<file path="config.mk">
export PLATFORM = sky130hd
export DESIGN_NAME = ahb_resp_mux
export DESIGN_NICKNAME = d
export VERILOG_FILES = /design/src/rtl/ahb_resp_mux_pkg.sv /design/src/rtl/ahb_default_slave.sv /design/src/rtl/ahb_resp_mux.sv
export SDC_FILE = /design/constraint.sdc
export NUM_CORES = 1
export LEC_CHECK = 0
export ABC_AREA = 1
export CAP_MARGIN = 20
export CORE_ASPECT_RATIO = 1.4
export CORE_MARGIN = 8
export CORE_UTILIZATION = 24
export DETAILED_ROUTE_END_ITERATION = 7
export GPL_TIMING_DRIVEN = 0
export MAX_ROUTING_LAYER = met4
export PLACE_DENSITY = 0.83
export SETUP_SLACK_MARGIN = 0.1
export SYNTH_ARGS = -nofsm -noshare
export SYNTH_HDL_FRONTEND = slang
export SYNTH_SLANG_ARGS = --single-unit
</file>
<file path="constraint.sdc">
create_clock -name clk -period 2.1 [get_ports clk]
set_input_delay 0.21 -clock clk [delete_from_list [all_inputs] [get_ports clk]]
set_output_delay 0.21 -clock clk [all_outputs]
set_load 0.005 [all_outputs]
</file>
<file path="src/rtl/ahb_resp_mux_pkg.sv">
// Shared AHB definitions for the response multiplexer slice.
// Holds the bus-wide sizing constants (slave count, read-data width),
// the HTRANS encodings and the default-slave state enum. A helper
// function classifies an HTRANS value as an active (NONSEQ/SEQ) transfer.
package ahb_resp_mux_pkg;

    localparam int unsigned AHB_SLAVE_DEVICES = 4;
    localparam int unsigned AHB_DATA_WIDTH    = 32;

    typedef enum logic [1:0] {
        HTRANS_IDLE   = 2'b00,
        HTRANS_BUSY   = 2'b01,
        HTRANS_NONSEQ = 2'b10,
        HTRANS_SEQ    = 2'b11
    } htrans_e;

    typedef enum logic [1:0] {
        DS_IDLE = 2'b00,
        DS_ERR1 = 2'b01,
        DS_ERR2 = 2'b10
    } ds_state_e;

    // NONSEQ and SEQ demand a response; IDLE and BUSY get zero-wait OKAY.
    function automatic logic is_active(input logic [1:0] htrans);
        return (htrans == HTRANS_NONSEQ) || (htrans == HTRANS_SEQ);
    endfunction

endpackage

</file>
<file path="src/rtl/ahb_default_slave.sv">
// AHB default slave: answers transfers to unmapped addresses.
// Active transfers get the two-cycle ERROR response, IDLE/BUSY get OKAY.
// Ports:
//   clk, rst      - clock and synchronous active-high reset
//   hready        - HREADY seen by the bus (qualifies address phases)
//   unmapped      - current address phase targets no slave
//   htrans        - master HTRANS of the current address phase
//   ds_ready      - default slave HREADYOUT
//   ds_resp       - default slave HRESP
module ahb_default_slave
    import ahb_resp_mux_pkg::*;
(
    input  logic       clk,
    input  logic       rst,
    input  logic       hready,
    input  logic       unmapped,
    input  logic [1:0] htrans,
    output logic       ds_ready,
    output logic       ds_resp
);

    ds_state_e state_q, state_d;
    logic      err_start;

    // An accepted address phase to an unmapped slave that needs a response.
    assign err_start = hready && unmapped && is_active(htrans);

    always_ff @(posedge clk) begin
        if (rst) begin
            state_q <= DS_IDLE;
        end else begin
            state_q <= state_d;
        end
    end

    always_comb begin
        state_d  = state_q;
        ds_ready = 1'b1;
        ds_resp  = 1'b0;
        unique case (state_q)
            DS_IDLE: begin
                if (err_start) begin
                    state_d = DS_ERR1;
                end
            end
            DS_ERR1: begin
                ds_ready = 1'b0;
                ds_resp  = 1'b1;
                state_d  = DS_ERR2;
            end
            DS_ERR2: begin
                ds_resp = 1'b1;
                // Final ERROR cycle doubles as the next address phase.
                if (hready) begin
                    state_d = err_start ? DS_ERR1 : DS_IDLE;
                end
            end
            default: begin
                state_d = DS_IDLE;
            end
        endcase
    end

endmodule

</file>
<file path="src/rtl/ahb_resp_mux.sv">
// AHB slave-to-master response multiplexer.
// Registers the decoder select during each accepted address phase and
// routes the selected slave's HREADYOUT/HRESP/HRDATA to the master during
// the data phase. Unmapped selects are served by the internal default slave.
// Ports:
//   clk, rst       - clock and synchronous active-high reset
//   decoder_sel    - address-phase slave index (>= SLAVES means unmapped)
//   htrans         - master HTRANS
//   slaves_ready   - per-slave HREADYOUT
//   slaves_resp    - per-slave HRESP
//   slaves_rdata   - per-slave HRDATA
//   master_ready   - HREADY to master, also fed back to all slaves
//   master_resp    - HRESP to master
//   master_rdata   - HRDATA to master
module ahb_resp_mux
    import ahb_resp_mux_pkg::*;
#(
    parameter int unsigned SLAVES     = AHB_SLAVE_DEVICES,
    parameter int unsigned DATA_WIDTH = AHB_DATA_WIDTH,
    parameter int unsigned SELW       = $clog2(SLAVES) + 1
) (
    input  logic                  clk,
    input  logic                  rst,
    input  logic [SELW-1:0]       decoder_sel,
    input  logic [1:0]            htrans,
    input  logic [SLAVES-1:0]     slaves_ready,
    input  logic [SLAVES-1:0]     slaves_resp,
    input  logic [DATA_WIDTH-1:0] slaves_rdata [SLAVES],
    output logic                  master_ready,
    output logic                  master_resp,
    output logic [DATA_WIDTH-1:0] master_rdata
);

    // Index value that selects the default slave.
    localparam logic [SELW-1:0] DEF_SEL = SELW'(SLAVES);

    logic [SELW-1:0] dsel_q;
    logic            unmapped_addr;
    logic            ds_ready;
    logic            ds_resp;

    assign unmapped_addr = (decoder_sel >= DEF_SEL);

    // Data-phase select only advances when the bus accepts an address phase.
    always_ff @(posedge clk) begin
        if (rst) begin
            dsel_q <= DEF_SEL;
        end else if (master_ready) begin
            dsel_q <= decoder_sel;
        end
    end

    ahb_default_slave u_default_slave (
        .clk      (clk),
        .rst      (rst),
        .hready   (master_ready),
        .unmapped (unmapped_addr),
        .htrans   (htrans),
        .ds_ready (ds_ready),
        .ds_resp  (ds_resp)
    );

    always_comb begin
        master_ready = ds_ready;
        master_resp  = ds_resp;
        master_rdata = '0;
        for (int i = 0; i < SLAVES; i++) begin
            if (dsel_q == SELW'(i)) begin
                master_ready = slaves_ready[i];
                master_resp  = slaves_resp[i];
                master_rdata = slaves_rdata[i];
            end
        end
    end

endmodule

</file>
# --- Yosys cells after proc, flatten, opt, wreduce, memory -nomap -nowiden ---
# Index checks and enable logic that the tools add are counted.
classes:
  add_sub_neg: 0
  mul: 0
  n_div: 0
  magnitude_cmp: 1
  eq_ne: 9
  shifts: 0
  n_mux: 18
  bitwise: 0
  n_reduce_logical: 7
op_table:
  columns: ["cell", "count"]
  rows:
  - ["2-to-1 mux 32 bit", 4]
  - ["2-to-1 mux 1 bit", 11]
  - ["== test 2 bit (second input constant)", 3]
  - ["== test 3 x 2 -> 1 bit (second input constant)", 2]
  - ["one-hot mux 2 bit (3 select lines)", 1]
  - ["2-to-1 mux 2 bit", 2]
  - ["inequality test 2 x 1 -> 1 bit (second input constant)", 2]
  - ["== test 3 x 1 -> 1 bit (second input constant)", 1]
  - ["greater-or-equal comparator 3 bit (second input constant)", 1]
  - ["zero test 3 bit", 1]
  - ["== test 2 x 1 -> 1 bit (second input constant)", 1]
  - ["logical AND 1 bit", 2]
  - ["zero test 2 bit", 1]
  - ["AND reduction 2 bit", 1]
  - ["OR reduction 2 bit", 1]
  - ["logical OR 1 bit", 1]
word_totals:
  register_bits: 5
  latchBits: 0
  ram_bits: 0
  romBits: 0
  input_bits: 143
  output_inout_bits: 34
  word_cells: 37
  memories: 0

# --- Logic depth before layout (Yosys ltp) ---
logic_depth:
  word_depth: 11
  mapped_depth: 14
  ltp_nobuf: 14

# --- By module ---
# A second synthesis with hierarchy kept.
unflattened:
  hier_cells: 234
  area_unflattened_um2: 1283.7
by_module_without_submodules:
  columns: ["mod", "n_inst", "cells_each", "area_per_inst_um2", "seq_area_each_um2"]
  rows:
  - ["ahb_resp_mux", 1, 209, 1094.8, 60.1]
  - ["ahb_default_slave", 1, 25, 188.9, 40.0]

# --- Worst setup path after synthesis ---
# No wires, ideal clock.
synth_path:
  kind: "register to output"
  start: "reg dsel_q[0]"
  end: "out master_rdata[10]"
  arrival_ns: 1.389
  required_ns: 1.890
  setup_slack_ns: 0.501
  path_stages_with_launch: 7
  n_path_buf: 2
  cell_sequence: "dfxtp_1 inv_1 buf_4 nor3_2 clkbuf_1 nand2_1 a31oi_1"
synth_between:
  elab_chain_cells: 5
  word_cells_on_any_way: 8
  classes_between: "eq/ne (3); mux (4); reduce/logical (1)"
synth_rtl:
  columns: ["element", "line_no", "text"]
  rows:
  - ["from (decl)", "ahb_resp_mux.sv:37", "logic [SELW-1:0] dsel_q;"]
  - ["from (signal assigned)", "ahb_resp_mux.sv:49", "dsel_q <= decoder_sel;"]
  - ["zero test 3 bit", "ahb_resp_mux.sv:68", "if (dsel_q == SELW'(i)) begin"]
  - ["2-to-1 mux 32 bit (3 in series)", "ahb_resp_mux.sv:68", null]
  - ["2-to-1 mux 32 bit (*)", "ahb_resp_mux.sv:68", null]
  - ["to (decl)", "ahb_resp_mux.sv:31", "output logic [DATA_WIDTH-1:0] master_rdata"]
# Mark *: on every way between the ends. The rest lies on a longest branch, timed or not.

# --- Worst setup path after layout ---
layout_path:
  start: "reg dsel_q[0]"
  end: "out master_rdata[17]"
# The elaborated chain is that of the path after synthesis.

==> impl_metrics.env <==
export IMPL_status="complete, no violations"
export IMPL_clkSinkCount=5
export IMPL_cp_required_ns=1.89
export IMPL_power_density_mw_per_mm2=739.5
export IMPL_synth_cell_area_mm2=0.001199
export IMPL_fin_area_mm2=0.003234
export IMPL_end_kind="output pin"
export IMPL_worst_pin_slew_ns=0.4243
export IMPL_period_needed_ns=1.925
export IMPL_drv_cap=0
export IMPL_arrival_ns=1.71
export IMPL_yosys_warnings=0
export IMPL_synth_most_common_cell="nand2_1"
export IMPL_wl_met3_um=717
export IMPL_via_count=2376
export IMPL_grt_max_degree=11
export IMPL_fin_crit_sh_pct=91.65
export IMPL_final_antenna_net_count=0
export IMPL_num_rows=30
export IMPL_wl_per_cell_um=16.95
export IMPL_post_route_util_pct=66.80
export IMPL_drt_iter0_drc=107
export IMPL_yosysSeqAreaShare_pct=8.351
export IMPL_r2r_start="u_default_slave.state_q[1]"
export IMPL_htree_levels=1
export IMPL_dieArea_mm2=0.007544
export IMPL_grt_total_usage_pct=20.23
export IMPL_hold_viol_final=0
export IMPL_fp_dieH_um=99.62
export IMPL_grt_pass1_vias=2447
export IMPL_crit_path_start_kind="register"
export IMPL_worstSetupStartpoint="dsel_q[0]"
export IMPL_dpl_hpwl_um=6536
export IMPL_dpl_cell_area_mm2=0.003030
export IMPL_syn_area_per_cell_um2=5.654
export IMPL_ys_ff_latch=5
export IMPL_synth_cell_types=24
export IMPL_worstSetupPathType="reg -> out"
export IMPL_place_congestion=0.8639
export IMPL_synth_top_area_share_pct=20.88
export IMPL_grt_overflow_total=0
export IMPL_ys_flop_type="dfxtp_1"
export IMPL_skew_ns=0.003088
export IMPL_drive_gt1_share_pct=16.30
export IMPL_cts_root_buf="clkbuf_8"
export IMPL_hp_start="u_default_slave.state_q[1]"
export IMPL_syn_inst=212
export IMPL_min_path_type="reg -> reg"
export IMPL_place_ws_ns=-0.4177
export IMPL_setup_slack_ns=0.1753
export IMPL_dr_pass1_iters=6
export IMPL_io_pins=177
export IMPL_synthTopCellsByArea="nand3_1, nand2_1, a31oi_1"
export IMPL_synth_edf_count=0
export IMPL_clk_pin_slew_ns=0.04
export IMPL_viasPerCell=5.066
export IMPL_rsz0062_at_grt="yes"
export IMPL_final_nets=553
export IMPL_syn_to_final_growth_pct=169.8
export IMPL_postCtsHoldBufs=0
export IMPL_yosysTopAreaCell="nand3_1"
export IMPL_ir_drop_mv=0.5744
export IMPL_highest_layer="met4"
export IMPL_syn_num_nets=359
export IMPL_wl_met1_um=2750
export IMPL_power_leakage_nw=1.396
export IMPL_diodes=0
export IMPL_slew_violations=0
export IMPL_route_met2_wl_um=4193
export IMPL_power_w=0.002392
export IMPL_clockBufferDepth=2
export IMPL_cts_made_buffers=3
export IMPL_initial_core_util_pct=24.75
export IMPL_die_w_um=75.73
export IMPL_port_buffers=175
export IMPL_synth_common_cells="nand2_1, nand3_1, a31oi_1, o22ai_1, clkbuf_1"
export IMPL_drt_wl_total_um=7950
export IMPL_antenna_found_initial=0
export IMPL_slew_headroom_pct=71.71
export IMPL_cts_tree="yes"
export IMPL_fmax_mhz=519.6
export IMPL_nFillCells=457
export IMPL_grt_pass1_wl_um=11740
export IMPL_setup_viol=0
export IMPL_async_flop_share_pct=0
export IMPL_core_mm2=0.004842
export IMPL_holdWs_ns=0.4978
export IMPL_clkLatencyLatePin_ns=0.23
export IMPL_post_route_drc_count=0
export IMPL_path_max_fanout=4
[worst max-delay path: stages, from the launching register on]
cell and delay, ns:
dfxtp_2 0.34, inv_4 0.06, buf_6 0.13, nor3_4 0.15, buf_6 0.14, clkbuf_8 0.13
buf_4 0.10, nand2_1 0.04, a31oi_1 0.23, buf_2 0.16
[layout make-up]
class	instances	area, um2	area share, %
plain buffers	17	156.4	4.836
clock buffers	4	45.04	1.393
inverters	13	56.30	1.741
multi-input cells	177	1013	31.33
flip-flops and latches	5	108.9	3.366
well taps	64	80.08	2.476
repair buffers	189	1774	54.85
[placed cells by master, fill, tap and decap left out, types with 2 or more instances in the layout]
| cell | synthesis | layout |
|---|---|---|
| a22oi_1 | 13 | 13 |
| clkdlybuf4s50_1 | 0 | 141 |
| inv_2 | 3 | 4 |
| dfxtp_4 | 0 | 2 |
| o22ai_1 | 18 | 14 |
| inv_1 | 9 | 7 |
| clkbuf_4 | 0 | 2 |
| o22ai_2 | 0 | 4 |
| nor2_1 | 5 | 4 |
| clkbuf_8 | 0 | 7 |
| buf_6 | 1 | 3 |
| o21ai_1 | 0 | 2 |
| a31oi_1 | 18 | 18 |
| nor2_4 | 3 | 4 |
| a21oi_1 | 4 | 4 |
| dfxtp_1 | 5 | 2 |
| nand4_1 | 2 | 2 |
| buf_4 | 1 | 13 |
| ha_1 | 4 | 4 |
| buf_2 | 0 | 8 |
| nand2_1 | 51 | 50 |
| dlygate4sd2_1 | 0 | 21 |
| clkbuf_1 | 14 | 2 |
| clkbuf_2 | 0 | 11 |
| nand3_1 | 50 | 50 |
| o21ai_0 | 4 | 2 |
[per-layer routing]
layer / vias up / global-route usage [%]
li1: 1166 / -
met1: 1050 / 20.13
met2: 136 / 36.82
met3: 24 / 3.625
met4: 0 / 8.024
met5: - / -
[repair_timing]
item,in CTS,in global routing
buffers inserted,13,0
pin swaps,4,5
endpoints found under the setup margin,34,21
gates cloned,1,0
hold endpoints to repair,0,0
gates resized for setup,102,14
[power by group]
group	total, W	internal (W)	switching [W]
Clock	0.000184	0.000131	0.0000532
Sequential	0.000213	0.000150	0.0000624
Combinational	0.00200	0.00101	0.000989
[state kept, by name, summed over array words and instances (netlist names)]
| signal | flops |
|---|---|
| dsel_q | 3 |
| u_default_slave.state_q | 2 |
[per-stage QoR]
stage                     TNS, ns  std cells
after floorplan                 0        212
after global placement     -9.197        451
after detailed placement   -9.714        451
after CTS                       0        469
after global routing            0        469
final                           0        469
[worst paths after layout]
path	depth (start not counted)	to	slack (ns)
min reg2reg	2	u_default_slave.state_q[1]	0.50
max reg2reg	12	u_default_slave.state_q[0]	0.44
min	2	u_default_slave.state_q[1]	0.50
max	9	master_rdata[17]	0.18
[kinds of logic after synthesis]
family / share of synthesized area, %
flops: 8.351
simple gates: 45.30
compound gates: 31.63
fa+ha+maj: 4.176
buf+inv: 10.54
Note: power is estimated with default switching activity, not from simulation.
